`config.mk`:
```
export PLATFORM = sky130hd
export DESIGN_NAME = axis_hdr_insert_gen
export DESIGN_NICKNAME = d
export VERILOG_FILES = /design/src/rtl/axis_hdr_pkg.sv /design/src/rtl/axis_hdr_insert_gen_merge.sv /design/src/rtl/axis_hdr_insert_gen.sv
export SDC_FILE = /design/constraint.sdc
export NUM_CORES = 1
export LEC_CHECK = 0
export CAP_MARGIN = 25
export CORE_ASPECT_RATIO = 1.25
export CORE_MARGIN = 1
export CORE_UTILIZATION = 35
export CTS_CLUSTER_DIAMETER = 30
export CTS_CLUSTER_SIZE = 14
export DETAILED_ROUTE_END_ITERATION = 10
export HOLD_SLACK_MARGIN = 0.1
export PLACE_DENSITY = 0.6
export SETUP_SLACK_MARGIN = 0.1
export SYNTH_ARGS = -nofsm -noshare
export SYNTH_HDL_FRONTEND = slang
export SYNTH_SLANG_ARGS = --single-unit
```
`constraint.sdc`:
```
create_clock -name clk -period 4.7 [get_ports clk]
set_input_delay 0.94 -clock clk [delete_from_list [all_inputs] [get_ports clk]]
set_output_delay 0.94 -clock clk [all_outputs]
set_load 0.05 [all_outputs]
```
`src/rtl/axis_hdr_pkg.sv`:
```
// axis_hdr_pkg: FSM state encoding, byte-width constants and keep-mask helpers
// shared by the header inserter and its byte-merge datapath.
package axis_hdr_pkg;

  localparam int BYTE_W    = 8;
  // Helper functions work on masks this wide; covers data widths up to 512 bits.
  localparam int MAX_BYTES = 64;

  typedef enum logic [1:0] {
    ST_IDLE   = 2'd0,
    ST_STREAM = 2'd1,
    ST_FLUSH  = 2'd2,
    ST_DRAIN  = 2'd3
  } hdr_state_e;

  // Number of set bits in a keep mask (header or payload byte count).
  function automatic logic [7:0] keep_popcount(input logic [MAX_BYTES-1:0] keep);
    logic [7:0] cnt;
    cnt = '0;
    for (int i = 0; i < MAX_BYTES; i++) begin
      cnt = cnt + {7'd0, keep[i]};
    end
    return cnt;
  endfunction

  // MSB-aligned keep mask with 'count' ones inside an 'nbytes'-wide beat.
  function automatic logic [MAX_BYTES-1:0] keep_from_count(input int count, input int nbytes);
    logic [MAX_BYTES-1:0] mask;
    mask = '0;
    for (int i = 0; i < MAX_BYTES; i++) begin
      if ((i < nbytes) && (i >= nbytes - count)) begin
        mask[i] = 1'b1;
      end
    end
    return mask;
  endfunction

endpackage

```
`src/rtl/axis_hdr_insert_gen_merge.sv`:
```
// axis_byte_merge: combinational byte re-packer. Places the N residual bytes in
// the MSBs followed by the first B-N input bytes, and keeps the last N input
// bytes as the next residual. Residual bytes are held LSB-aligned.
module axis_byte_merge
  import axis_hdr_pkg::*;
#(
  parameter int DATA_WD = 32,
  parameter int CNT_W   = 3
) (
  input  logic [DATA_WD-1:0] res_i,
  input  logic [DATA_WD-1:0] data_i,
  input  logic [CNT_W-1:0]   n_i,
  output logic [DATA_WD-1:0] merged_o,
  output logic [DATA_WD-1:0] res_next_o
);

  logic [CNT_W+2:0] shift_bits;

  // Whole-byte barrel shift of {residual, input}; the low beat is the output.
  always_comb begin
    shift_bits = (CNT_W+3)'(n_i) * (CNT_W+3)'(BYTE_W);
    merged_o   = DATA_WD'({res_i, data_i} >> shift_bits);
    res_next_o = data_i & ~({DATA_WD{1'b1}} << shift_bits);
  end

endmodule

```
`src/rtl/axis_hdr_insert_gen.sv`:
```
// axis_hdr_insert_gen: AXI-Stream header inserter. Prepends the valid header
// bytes of one header beat to each packet and re-packs the payload beats.
// Optional macro AXIS_HDR_BYPASS_EN adds a bypass_insert input that forces an
// empty header for the packet it is sampled with.
module axis_hdr_insert_gen
  import axis_hdr_pkg::*;
#(
  parameter int DATA_WD      = 32,
  parameter int DATA_BYTE_WD = DATA_WD / 8,
  parameter int BYTE_CNT_WD  = $clog2(DATA_BYTE_WD)
) (
  input  logic                    clk,
  input  logic                    rst,
  input  logic                    valid_in,
  output logic                    ready_in,
  input  logic [DATA_WD-1:0]      data_in,
  input  logic [DATA_BYTE_WD-1:0] keep_in,
  input  logic                    last_in,
  input  logic                    valid_insert,
  output logic                    ready_insert,
  input  logic [DATA_WD-1:0]      data_insert,
  input  logic [DATA_BYTE_WD-1:0] keep_insert,
`ifdef AXIS_HDR_BYPASS_EN
  input  logic                    bypass_insert,
`endif
  output logic                    valid_out,
  input  logic                    ready_out,
  output logic [DATA_WD-1:0]      data_out,
  output logic [DATA_BYTE_WD-1:0] keep_out,
  output logic                    last_out,
  output logic [BYTE_CNT_WD:0]    hdr_bytes
);

  localparam int CNT_W = BYTE_CNT_WD + 1;

  hdr_state_e                state_q, state_d;
  logic [CNT_W-1:0]          n_q, n_d;
  logic [CNT_W-1:0]          flush_cnt_q, flush_cnt_d;
  logic [DATA_WD-1:0]        res_q, res_d;
  logic                      valid_q, valid_d;
  logic [DATA_WD-1:0]        data_q, data_d;
  logic [DATA_BYTE_WD-1:0]   keep_q, keep_d;
  logic                      last_q, last_d;
  logic                      rdy_ins_q, rdy_ins_d;

  logic                      out_free;
  logic                      ins_fire;
  logic                      in_fire;
  logic [CNT_W-1:0]          hdr_cnt;
  logic [CNT_W-1:0]          hdr_n;
  logic [CNT_W-1:0]          k_cnt;
  logic [CNT_W:0]            n_sum;
  logic                      fits;
  logic [CNT_W-1:0]          free_bytes;
  logic [DATA_WD-1:0]        flush_data;
  logic [DATA_WD-1:0]        merged;
  logic [DATA_WD-1:0]        res_next;

  axis_byte_merge #(
    .DATA_WD (DATA_WD),
    .CNT_W   (CNT_W)
  ) u_merge (
    .res_i      (res_q),
    .data_i     (data_in),
    .n_i        (n_q),
    .merged_o   (merged),
    .res_next_o (res_next)
  );

  // Handshake qualifiers, byte counts and the flush beat built from the residual.
  always_comb begin
    out_free   = !valid_q || ready_out;
    ready_in   = (state_q == ST_STREAM) && out_free;
    ins_fire   = valid_insert && rdy_ins_q;
    in_fire    = valid_in && ready_in;
    hdr_cnt    = CNT_W'(keep_popcount(MAX_BYTES'(keep_insert)));
`ifdef AXIS_HDR_BYPASS_EN
    hdr_n      = bypass_insert ? '0 : hdr_cnt;
`else
    hdr_n      = hdr_cnt;
`endif
    k_cnt      = CNT_W'(keep_popcount(MAX_BYTES'(keep_in)));
    n_sum      = (CNT_W+1)'(n_q) + (CNT_W+1)'(k_cnt);
    fits       = n_sum <= (CNT_W+1)'(DATA_BYTE_WD);
    free_bytes = CNT_W'(DATA_BYTE_WD) - n_q;
    flush_data = res_q << ((CNT_W+3)'(free_bytes) * (CNT_W+3)'(BYTE_W));
  end

  // Packet FSM: latch header, stream re-packed beats, flush leftover, drain last.
  always_comb begin
    state_d     = state_q;
    n_d         = n_q;
    flush_cnt_d = flush_cnt_q;
    res_d       = res_q;
    valid_d     = valid_q;
    data_d      = data_q;
    keep_d      = keep_q;
    last_d      = last_q;
    if (ready_out) begin
      valid_d = 1'b0;
    end
    case (state_q)
      ST_IDLE: begin
        if (ins_fire) begin
          n_d     = hdr_n;
          res_d   = data_insert & ~({DATA_WD{1'b1}} << ((CNT_W+3)'(hdr_n) * (CNT_W+3)'(BYTE_W)));
          state_d = ST_STREAM;
        end
      end
      ST_STREAM: begin
        if (in_fire) begin
          valid_d = 1'b1;
          data_d  = merged;
          res_d   = res_next;
          keep_d  = '1;
          last_d  = 1'b0;
          if (last_in) begin
            if (fits) begin
              keep_d  = DATA_BYTE_WD'(keep_from_count(int'(n_sum), DATA_BYTE_WD));
              last_d  = 1'b1;
              state_d = ST_DRAIN;
            end else begin
              flush_cnt_d = CNT_W'(n_sum - (CNT_W+1)'(DATA_BYTE_WD));
              state_d     = ST_FLUSH;
            end
          end
        end
      end
      ST_FLUSH: begin
        if (out_free) begin
          valid_d = 1'b1;
          data_d  = flush_data;
          keep_d  = DATA_BYTE_WD'(keep_from_count(int'(flush_cnt_q), DATA_BYTE_WD));
          last_d  = 1'b1;
          state_d = ST_DRAIN;
        end
      end
      ST_DRAIN: begin
        if (out_free) begin
          state_d = ST_IDLE;
        end
      end
      default: state_d = ST_IDLE;
    endcase
    rdy_ins_d = (state_d == ST_IDLE);
  end

  // State, residual and output registers; reset clears everything at once.
  always_ff @(posedge clk or posedge rst) begin
    if (rst) begin
      state_q     <= ST_IDLE;
      n_q         <= '0;
      flush_cnt_q <= '0;
      res_q       <= '0;
      valid_q     <= 1'b0;
      data_q      <= '0;
      keep_q      <= '0;
      last_q      <= 1'b0;
      rdy_ins_q   <= 1'b0;
    end else begin
      state_q     <= state_d;
      n_q         <= n_d;
      flush_cnt_q <= flush_cnt_d;
      res_q       <= res_d;
      valid_q     <= valid_d;
      data_q      <= data_d;
      keep_q      <= keep_d;
      last_q      <= last_d;
      rdy_ins_q   <= rdy_ins_d;
    end
  end

  assign valid_out    = valid_q;
  assign data_out     = data_q;
  assign keep_out     = keep_q;
  assign last_out     = last_q;
  assign ready_insert = rdy_ins_q;
  assign hdr_bytes    = n_q;

endmodule

```
==> results of run 1 <==
-- sequential cells by signal (all words and copies together), names as in the netlist --
name          count
data_out         32
flush_cnt_q       3
hdr_bytes         3
keep_out          4
last_out          1
ready_insert      1
res_q            32
state_q           2
valid_out         1
-- cells by family after synthesis --
group | Yosys count | share of synthesized area [%]
buf+inv | 61 | 5.93
mux | 75 | 20.7
fa+ha+maj | 21 | 5.12
simple gates | 127 | 10.1
compound gates | 212 | 23.3
flops | 79 | 34.6
xor+xnor | 1 | 0.284
-- area by class of cell --
| cell class | instances | area share, % |
|---|---|---|
| Clock buffer | 10 | 3.13 |
| Clock inverter | 6 | 0.837 |
| Inverter | 18 | 0.940 |
| Multi-Input combinational cell | 436 | 46.5 |
| Sequential cell | 79 | 27.0 |
| Tap cell | 212 | 3.62 |
| Timing Repair Buffer | 129 | 17.9 |
-- per-layer routing --
| metal | global-route usage, % | wire length, um | up-vias |
|---|---|---|---|
| met5 | 0 | 0 | - |
| met4 | 6.54 | 200 | 0 |
| met3 | 3.76 | 1270 | 10 |
| met2 | 31.8 | 8200 | 222 |
| met1 | 32.0 | 7810 | 2504 |
| li1 | - | - | 2383 |
-- placed cells by master (no fill, tap or decap), types with 3 or more instances in the layout --
cell / count
clkdlybuf4s50_1: 120
o21ai_1: 80
dfrtp_1: 78
nand2_1: 64
a22oi_1: 48
mux2i_1: 34
nor2_1: 30
mux4_2: 23
a21oi_1: 22
o21ai_0: 17
ha_1: 17
inv_1: 14
clkbuf_16: 9
nor2b_1: 8
o22ai_1: 8
a31oi_1: 8
mux4_1: 7
a211oi_1: 6
buf_4: 6
mux2_2: 5
a221oi_1: 5
mux2_4: 5
and2_1: 4
clkinv_2: 4
fa_1: 4
nand2b_1: 3
o21a_1: 3
nand3_1: 3
-- worst max-delay path by stage --
stage / from / endpoint / slack [ps] / depth (start not counted)
after floorplan: keep_in[0] / flush_cnt_q[2] / 970 / 12
after global placement: keep_in[0] / flush_cnt_q[2] / 490 / 12
after global routing: keep_in[0] / flush_cnt_q[2] / 520 / 12
after detailed placement: keep_in[0] / ready_insert / 370 / 13
after CTS: keep_in[0] / flush_cnt_q[2] / 740 / 12
final: keep_in[0] / flush_cnt_q[2] / 720 / 12
-- through the flow --
stage / hold slack, ps / setup slack, ps / utilization, % / cells
after floorplan: 487 / 974 / - / 576
after global placement: 479 / 493 / 44.2 / 871
after detailed placement: 478 / 366 / 44.3 / 872
after CTS: 491 / 742 / 46.1 / 888
after global routing: 509 / 516 / 46.5 / 890
final: 485 / 720 / 46.5 / 890
-- where the power goes --
group	internal (mW)	switching, mW	total (mW)	leakage [nW]
clock	0.410	0.281	0.691	0.142
combinational	1.41	2.17	3.57	1.78
sequential	0.993	0.322	1.31	0.979
-- worst reg2reg max path, delay by kind of cell (launching register included) --
family                   cells  cell delay [ps]
adder cells (fa/ha/maj)      3             1340
multiplexers                 1              320
buffers and inverters        3              540
flip-flops                   1              400
AND/OR/NAND/NOR              1              140
AO/OA/AOI/OAI                2              400
==> results.md, run 1 <==
- Outcome: finished clean
- Leakage power: 2.90 nW
- Largest net degree at the start of global routing: 82
- Final Cell Area: 0.00732 mm^2
- Synthesized Nets: 675
- Worst relative slew slack: 38.8%
- # fillers: 1491
- Max-Cap Viols: 0
- WP buf/inv: 4
- Routability cong.: 0.874
- Post-synth EDFFs: 0
- VDD IR max: approximately 0.00030 V
- HP Class: register to register
- Synthesized area per cell: 9.93 um^2
- Vias per cell: 5.75
- Resized cells post-CTS: 0
- CP Data Required Time: roughly 4900 ps
- Crit end category: register
- Boundary pin count: ~120
- Final net count: 772
- Post-CTS Setup Inserts: 0
- Most common flop cell mapped by yosys: dfrtp_1
- Clock Latency Late Sink: 330 ps
- Hold wc startpoint: keep_out[2]
- Final max-slew violation count: 0
- Post-synthesis sequential area ratio: 34.6%
- CP max stage cell: fa_1
- Via count: 5119
- Max Freq: around 250 MHz
- Port bufs: 120
- Critical Path Start Type: primary input
- Placed wire-length estimate: 13.0 mm
- Post-Syn Instances: 576
- Top-area cell type share of the netlist area: 34.6%
- Worst slew pin tran: 918 ps
- Register Area: 0.00198 mm^2
- Reg clk slew, reported paths: 60 ps
- Num rows: 51
- #FFs+latches synth: 79
- Tot Pwr: 5.58 mW
- WHS Endpoint: keep_out[2]
- Top cells by area, synth: dfrtp_1, mux4_2, o21ai_1, a22oi_1, mux2i_1
- CTS tree: built
- Placed instance area: 0.00698 mm^2
- Die area: 0.0169 mm^2
- Initial Util: between 30% and 40%
- Commonest cells in the netlist: o21ai_1, dfrtp_1, nand2_1
- CP arrival: 4200 ps
- H-Tree Depth: 3
- Wire per inst: 19.6 um
- Cell breakdown of the critical path: clkdlybuf4s50_1, fa_1, inv_1, fa_1, inv_1, fa_1, inv_1, ha_1, o21ai_1, o32ai_2, nor2_1, mux2_1
- Layout cells sized above 1: 10.6%
- Setup_tns: 0 ps
- Cts hold-fix bufs: 0
- Die width: 116 um
- FF-to-FF path depth: 10
- Global-route wire length before repair: 28.1 mm
- Finish-stage setup viols: 0
- Router iterations before antenna repair: 5
- Initial antenna violation count: 0
- Mapped cell area: approximately 0.0057 mm^2
- Pwr Density: 762 mW/mm^2
- Multi-input logic area: 0.00341 mm^2
- Clock skew: just over 10 ps
- Hold Fails Final Rpt: 0
- Iteration-0 DRC Markers: 485
- Worst path top cell family by delay: adder cells
- Core area: 0.0158 mm^2
- Gr usage total: 21.6%
- Total CTS buffers: 9
- Final min period: 3980 ps
- Async SR Flop Fraction: between 90% and 100%
- Unique cell type count in the Yosys netlist: 61
- Synth warn: 0
- Vias in the first global route: 4967
- Unrepaired setup endpoints after global routing: false
- DRC: 0
- GR Overflow Total: 0
- Antenna viol nets, final: 0
- Routed wire length: 17.5 mm
- Clock sinks: 79
- FF-to-FF Start: hdr_bytes[0]
- Final Cycle Share: 84.7%
- CP max FO: 9
- CP max stage delay: 540 ps
- CP Class: primary input to register
- # diodes: 0
- Worst r2r dst: flush_cnt_q[2]
- Root buffer cell: clkbuf_16
- Clk buf depth: 2
- R2R Setup Slk: 1440 ps
- Hold depth: 1
- Post-synth top area cell: dfrtp_1
- Synthesis-to-finish area growth: 28.0%
- Vert. Die Dim: approximately 140 um
- Top-count cell post-synth: o21ai_1
Note: power is estimated with default switching activity, not from simulation.
==> run 2, diff against run 1 <==
--- a/config.mk
+++ b/config.mk
@@ -13,7 +13,7 @@
 export CTS_CLUSTER_SIZE = 14
 export DETAILED_ROUTE_END_ITERATION = 10
 export HOLD_SLACK_MARGIN = 0.1
-export PLACE_DENSITY = 0.6
+export PLACE_DENSITY = 0.63
 export SETUP_SLACK_MARGIN = 0.1
 export SYNTH_ARGS = -nofsm -noshare
 export SYNTH_HDL_FRONTEND = slang
==> constraint.sdc (replaced) <==
create_clock -name clk -period 3.3 [get_ports clk]
set_input_delay 0.66 -clock clk [delete_from_list [all_inputs] [get_ports clk]]
set_output_delay 0.66 -clock clk [all_outputs]
set_load 0.05 [all_outputs]
==> run 2 against run 1 <==
Effect of this change:
- sequential cell count unchanged
- first-iteration DRC count decreased by 22%
- global-route usage increased by 0.079 points
- die area unchanged
- clock power increased by 68%
- critical endpoint is now ready_insert
- critical path depth increased by 1
- final cell count increased by 1.5%
- clock-buffer cell count decreased by 1
- power increased by 49%
- critical path type unchanged
- highest routed layer unchanged
- non-clock buffer count increased by 13
- core utilization increased by 1.1 points
==> results.md, run 2 (same netlist as run 1, synthesis figures left out) <==
- Outcome: finished clean
- Largest net degree at the start of global routing: 81
- CP Data Required Time: 3530 ps
- WP buf/inv: 4
- Iteration-0 DRC Markers: 376
- Hold Fails Final Rpt: 0
- Num rows: 51
- Layout cells sized above 1: 14.2%
- HP Class: register to register
- Hold wc startpoint: last_out
- CP Class: primary input to register
- Tot Pwr: 8.32 mW
- Worst r2r dst: ready_insert
- Hold depth: 2
- CP max stage cell: fa_1
- Leakage power: 2.99 nW
- Max Freq: 325 MHz
- Via count: about 5100
- Most frequent cells in the layout: clkdlybuf4s50_1, o21ai_1, dfrtp_1
- Placed wire-length estimate: 13.3 mm
- DRC: 0
- Boundary pin count: 121
- Final net count: 785
- CP max FO: 3
- Placed instance area: 0.00710 mm^2
- Clock skew: 9.10 ps
- Clock Latency Late Sink: 350 ps
- Routed wire length: 17.6 mm
- Port bufs: 120
- Die area: between 0.015 and 0.02 mm^2
- Antenna viol nets, final: 0
- WHS Endpoint: last_out
- Leading cell type in the layout, fill and taps excluded: clkdlybuf4s50_1
- Core area: 0.0158 mm^2
- Cts hold-fix bufs: 0
- Critical Path Start: keep_in[1]
- Final min period: 3080 ps
- Critical Path Start Type: primary input
- Die width: approximately 120 um
- H-Tree Depth: 3
- FF-to-FF path depth: 11
- Unrepaired setup endpoints after global routing: true
- Vert. Die Dim: roughly 140 um
- Most used cell, CP: inv_2
- Finish-stage setup viols: 0
- Place WS: -550 ps
- Gr usage total: 21.7%
- Final Cycle Share: between 90% and 100%
- Max-Cap Viols: 0
- Final core occ: 47.5%
- Setup_tns: 0 ps
- Wire per inst: 19.5 um
- Reg clk slew, reported paths: 60 ps
- Final max-slew violation count: 0
- Synthesis-to-finish area growth: 30.9%
- Global-route wire length before repair: 28.1 mm
- Vias per cell: 5.66
- Clk buf depth: 2
- Initial Util: between 30% and 40%
- CP max stage delay: about 550 ps
- Post-Route Hold Slack: 492 ps
- Worst relative slew slack: between 40% and 50%
- Routability cong.: 0.855
- Total CTS buffers: 9
- Worst path top cell family by delay: adder cells
- Router iterations before antenna repair: 5
- Final worst slack: about 220 ps
- Clock sinks: 79
- Root buffer cell: clkbuf_16
- GR Overflow Total: 0
- Initial antenna violation count: 0
- Placed cells: 884
- CP arrival: about 3300 ps
- VDD IR max: 0.000422 V
- CTS tree: built
- Cell breakdown of the critical path: buf_6, fa_1, inv_2, fa_2, inv_2, fa_2, inv_2, ha_4, o21ai_2, o32ai_2, o21ai_1, a211oi_2, nor2_1
- Pwr Density: 1110 mW/mm^2
- Final Cell Area: 0.00749 mm^2
- Vias in the first global route: approximately 5100
- Finished Layout Cells: 903
- # diodes: 0
- Crit end category: register
- FF-to-FF Start: hdr_bytes[0]
- R2R Setup Slk: 600 ps
- Worst slew pin tran: about 840 ps
-- run 2: report_power, final --
group          switching, mW  total [mW]  internal (mW)
Sequential             0.478        1.89           1.41
Clock                  0.422        1.16          0.742
Combinational           3.12        5.26           2.15
-- run 2: worst max path at each step --
stage                      to  slack, ps  cells after the start
4_1_cts          ready_insert        120                     13
3_5_place_dp     ready_insert       -550                     13
2_1_floorplan  flush_cnt_q[2]        -40                     12
5_1_grt          ready_insert        100                     13
3_3_place_gp   flush_cnt_q[2]       -450                     12
6_report         ready_insert        220                     13
-- run 2: tightest hold or removal path, stage by stage, from the launching register on --
cell and delay, ps:
dfrtp_1 350, nand2_1 50, o21ai_0 60
-- run 2: cell type report --
| class | count | area (um^2) |
|---|---|---|
| multi-input combinational | 436 | 3430 |
| inverter | 18 | 68.8 |
| sequential | 79 | 1980 |
| timing repair buffer | 142 | 1400 |
| fill | 1479 | 8270 |
| clock inverter | 7 | 120 |
| tap | 212 | 265 |
| clock buffer | 9 | 225 |
-- run 2: repair_timing --
action                                  4_1_cts  5_1_grt
setup buffers                                 2        0
endpoints found under the setup margin        9        4
gates resized for setup                       7        6
pin swaps                                     9        9
-- run 2: per-layer routing --
layer / up-vias / global-route usage, % / share of wire, %
li1: 2396 / - / -
met1: 2482 / 30.9 / 44
met2: 208 / 32.8 / 47
met3: 26 / 3.55 / 6.7
met4: 0 / 8.08 / 2.2
met5: - / 0 / 0
==> run 3, diff against run 2 <==
--- a/config.mk
+++ b/config.mk
@@ -12,9 +12,11 @@
 export CTS_CLUSTER_DIAMETER = 30
 export CTS_CLUSTER_SIZE = 14
 export DETAILED_ROUTE_END_ITERATION = 10
+export DONT_BUFFER_PORTS = 1
 export HOLD_SLACK_MARGIN = 0.1
-export PLACE_DENSITY = 0.63
+export PLACE_DENSITY = 0.53
 export SETUP_SLACK_MARGIN = 0.1
+export SLEW_MARGIN = 20
 export SYNTH_ARGS = -nofsm -noshare
 export SYNTH_HDL_FRONTEND = slang
 export SYNTH_SLANG_ARGS = --single-unit
==> run 3 against run 2 <==
Effect of this change:
- register-to-register slack improved by 20 ps
- highest routed layer unchanged
- first-iteration DRC count is 14% lower
- clock-buffer cell count rose by 3
- largest cell class unchanged
- critical endpoint unchanged
==> results.md, run 3 (same netlist as run 1, synthesis figures left out) <==
- Leakage power: 2.51 nW
- Gr usage total: 21.1%
- Initial antenna violation count: 0
- Vert. Die Dim: about 140 um
- Via count: 4707
- Routed wire length: 17.3 mm
- Initial Util: a little over a third
- Hold Fails Final Rpt: 0
- Boundary pin count: around 120
- Final worst slack: roughly 300 ps
- Final Cycle Share: 90.7%
- Die area: 0.0169 mm^2
- Largest net degree at the start of global routing: between 60 and 70
- # diodes: 0
- Port bufs: 0
- HP Class: primary input to asynchronous set/reset pin
- CP Data Required Time: 3510 ps
- Comb power frac: 50.5%
- CTS tree: built
- Pwr Density: 1210 mW/mm^2
- Clock sinks: 79
- Leading cell type in the layout, fill and taps excluded: o21ai_1
- Antenna viol nets, final: 0
- Vias per cell: 5.97
- Wire per inst: 21.9 um
- Die width: 116 um
- Root buffer cell: clkbuf_16
- Multi-input logic area: 0.00342 mm^2
- Layout cells sized above 1: 16.8%
- Total CTS buffers: 9
- Clk buf depth: 2
- Num rows: slightly above 50
- Global-route wire length before repair: 27.3 mm
- Clock Power Share: 13.2%
- H-Tree Depth: 3
- Psw: between 3 and 4 mW
- Cts hold-fix bufs: 0
- Post-CTS Setup Inserts: 0
- Worst slew pin tran: ~900 ps
- Routability cong.: 0.896
- CP Class: primary input to register
- Worst relative slew slack: between 40% and 50%
- Reg power frac: a little over a third
- DRC: 0
- Core area: 0.0158 mm^2
- GR Overflow Total: 0
- Sw frac: 52.1%
- Iteration-0 DRC Markers: 325
- Clock skew: 5.17 ps
- Placed wire-length estimate: ~13 mm
- Resized cells post-CTS: 0
- Clock Latency Late Sink: 330 ps
- CP arrival: roughly 3200 ps
- Crit end category: register
- Tot Pwr: 7.53 mW
- Finish-stage setup viols: 0
- Final net count: 670
- Final min period: 2990 ps
- Router iterations before antenna repair: 5
- Unrepaired setup endpoints after global routing: false
- Internal cell power: 3.61 mW
- Final max-slew violation count: 0
- Outcome: finished clean
- Post-Route Hold Slack: 310 ps
- VDD IR max: 0.000427 V
- Place WS: -56.6 ps
- Critical Path Start Type: primary input
- Synthesis-to-finish area growth: 9.10%
- Register Area: around 0.0020 mm^2
- # fillers: 1569
- Most frequent cells in the layout: o21ai_1, dfrtp_1, nand2_1
- CP max FO: 3
- Reg clk slew, reported paths: 60 ps
- Vias in the first global route: between 4000 and 5000
- Max-Cap Viols: 0
- Max Freq: approximately 330 MHz
[run 3: cell count changes in the layout (fill, tap and decap cells not counted), moves of 2 or more]
| cell | delta |
|---|---|
| clkdlybuf4s50_1 | -116 |
| clkbuf_1 | +2 |
| bufinv_16 | -2 |
| buf_4 | +6 |
| clkinv_2 | +2 |
| clkbuf_2 | -2 |
[run 3: path summary, 6_finish.rpt]
path	startpoint	end	depth (start not counted)	slack [ps]
max reg2reg	hdr_bytes[0]	flush_cnt_q[2]	11	620
max	keep_in[0]	ready_insert	12	310
min in group clk	data_in[13]	res_q[13]	2	510
min	rst	data_out[17]	1	310
min reg2reg	res_q[27]	res_q[27]	2	560
max in group asynchronous	rst	hdr_bytes[0]	2	2310
[run 3: per-stage QoR]
| step | setup TNS [ps] | utilization [%] | cell area, um^2 | cells |
|---|---|---|---|---|
| global route | 0 | 39.6 | 6240 | 788 |
| detailed placement | -129 | 37.8 | 5950 | 772 |
| global placement | 0 | 37.7 | 5950 | 772 |
| floorplan | -49.1 | - | 5740 | 576 |
| finish | 0 | 39.6 | 6240 | 788 |
| CTS | 0 | 39.6 | 6240 | 788 |
[run 3: routing by layer]
layer | part of all wire, % | up-vias | track usage, %
met4 | 1.9 | 0 | 6.79
met2 | 44 | 209 | 29.9
met5 | 0 | - | 0
li1 | - | 2167 | -
met3 | 9.6 | 19 | 5.89
met1 | 44 | 2312 | 30.8
[run 3: power groups by stage]
stage	clock (mW)	combinational, mW	sequential (mW)
global route	1.05	4.17	2.79
global placement	0	3.67	2.73
CTS	1.01	3.79	2.73
floorplan	0	3.03	2.59
detailed placement	0	3.78	2.75
finish	0.996	3.80	2.73
[run 3: area by class of cell]
cell class / instances / share of cell area, %
well taps: 212 / 4.25
multi-input cells: 436 / 54.8
repair buffers: 27 / 3.45
clock buffers: 12 / 3.95
flip-flops and latches: 79 / 31.7
clock inverters: 4 / 0.722
inverters: 18 / 1.10
[run 3: worst max-delay path, stage by stage]
cell and delay [ps]:
fa_1 520, inv_1 50, fa_2 340, inv_2 70, fa_1 470, inv_2 90
ha_2 180, o21ai_2 60, o32ai_2 350, o21ai_1 130, a211oi_2 220, nor2_1 60
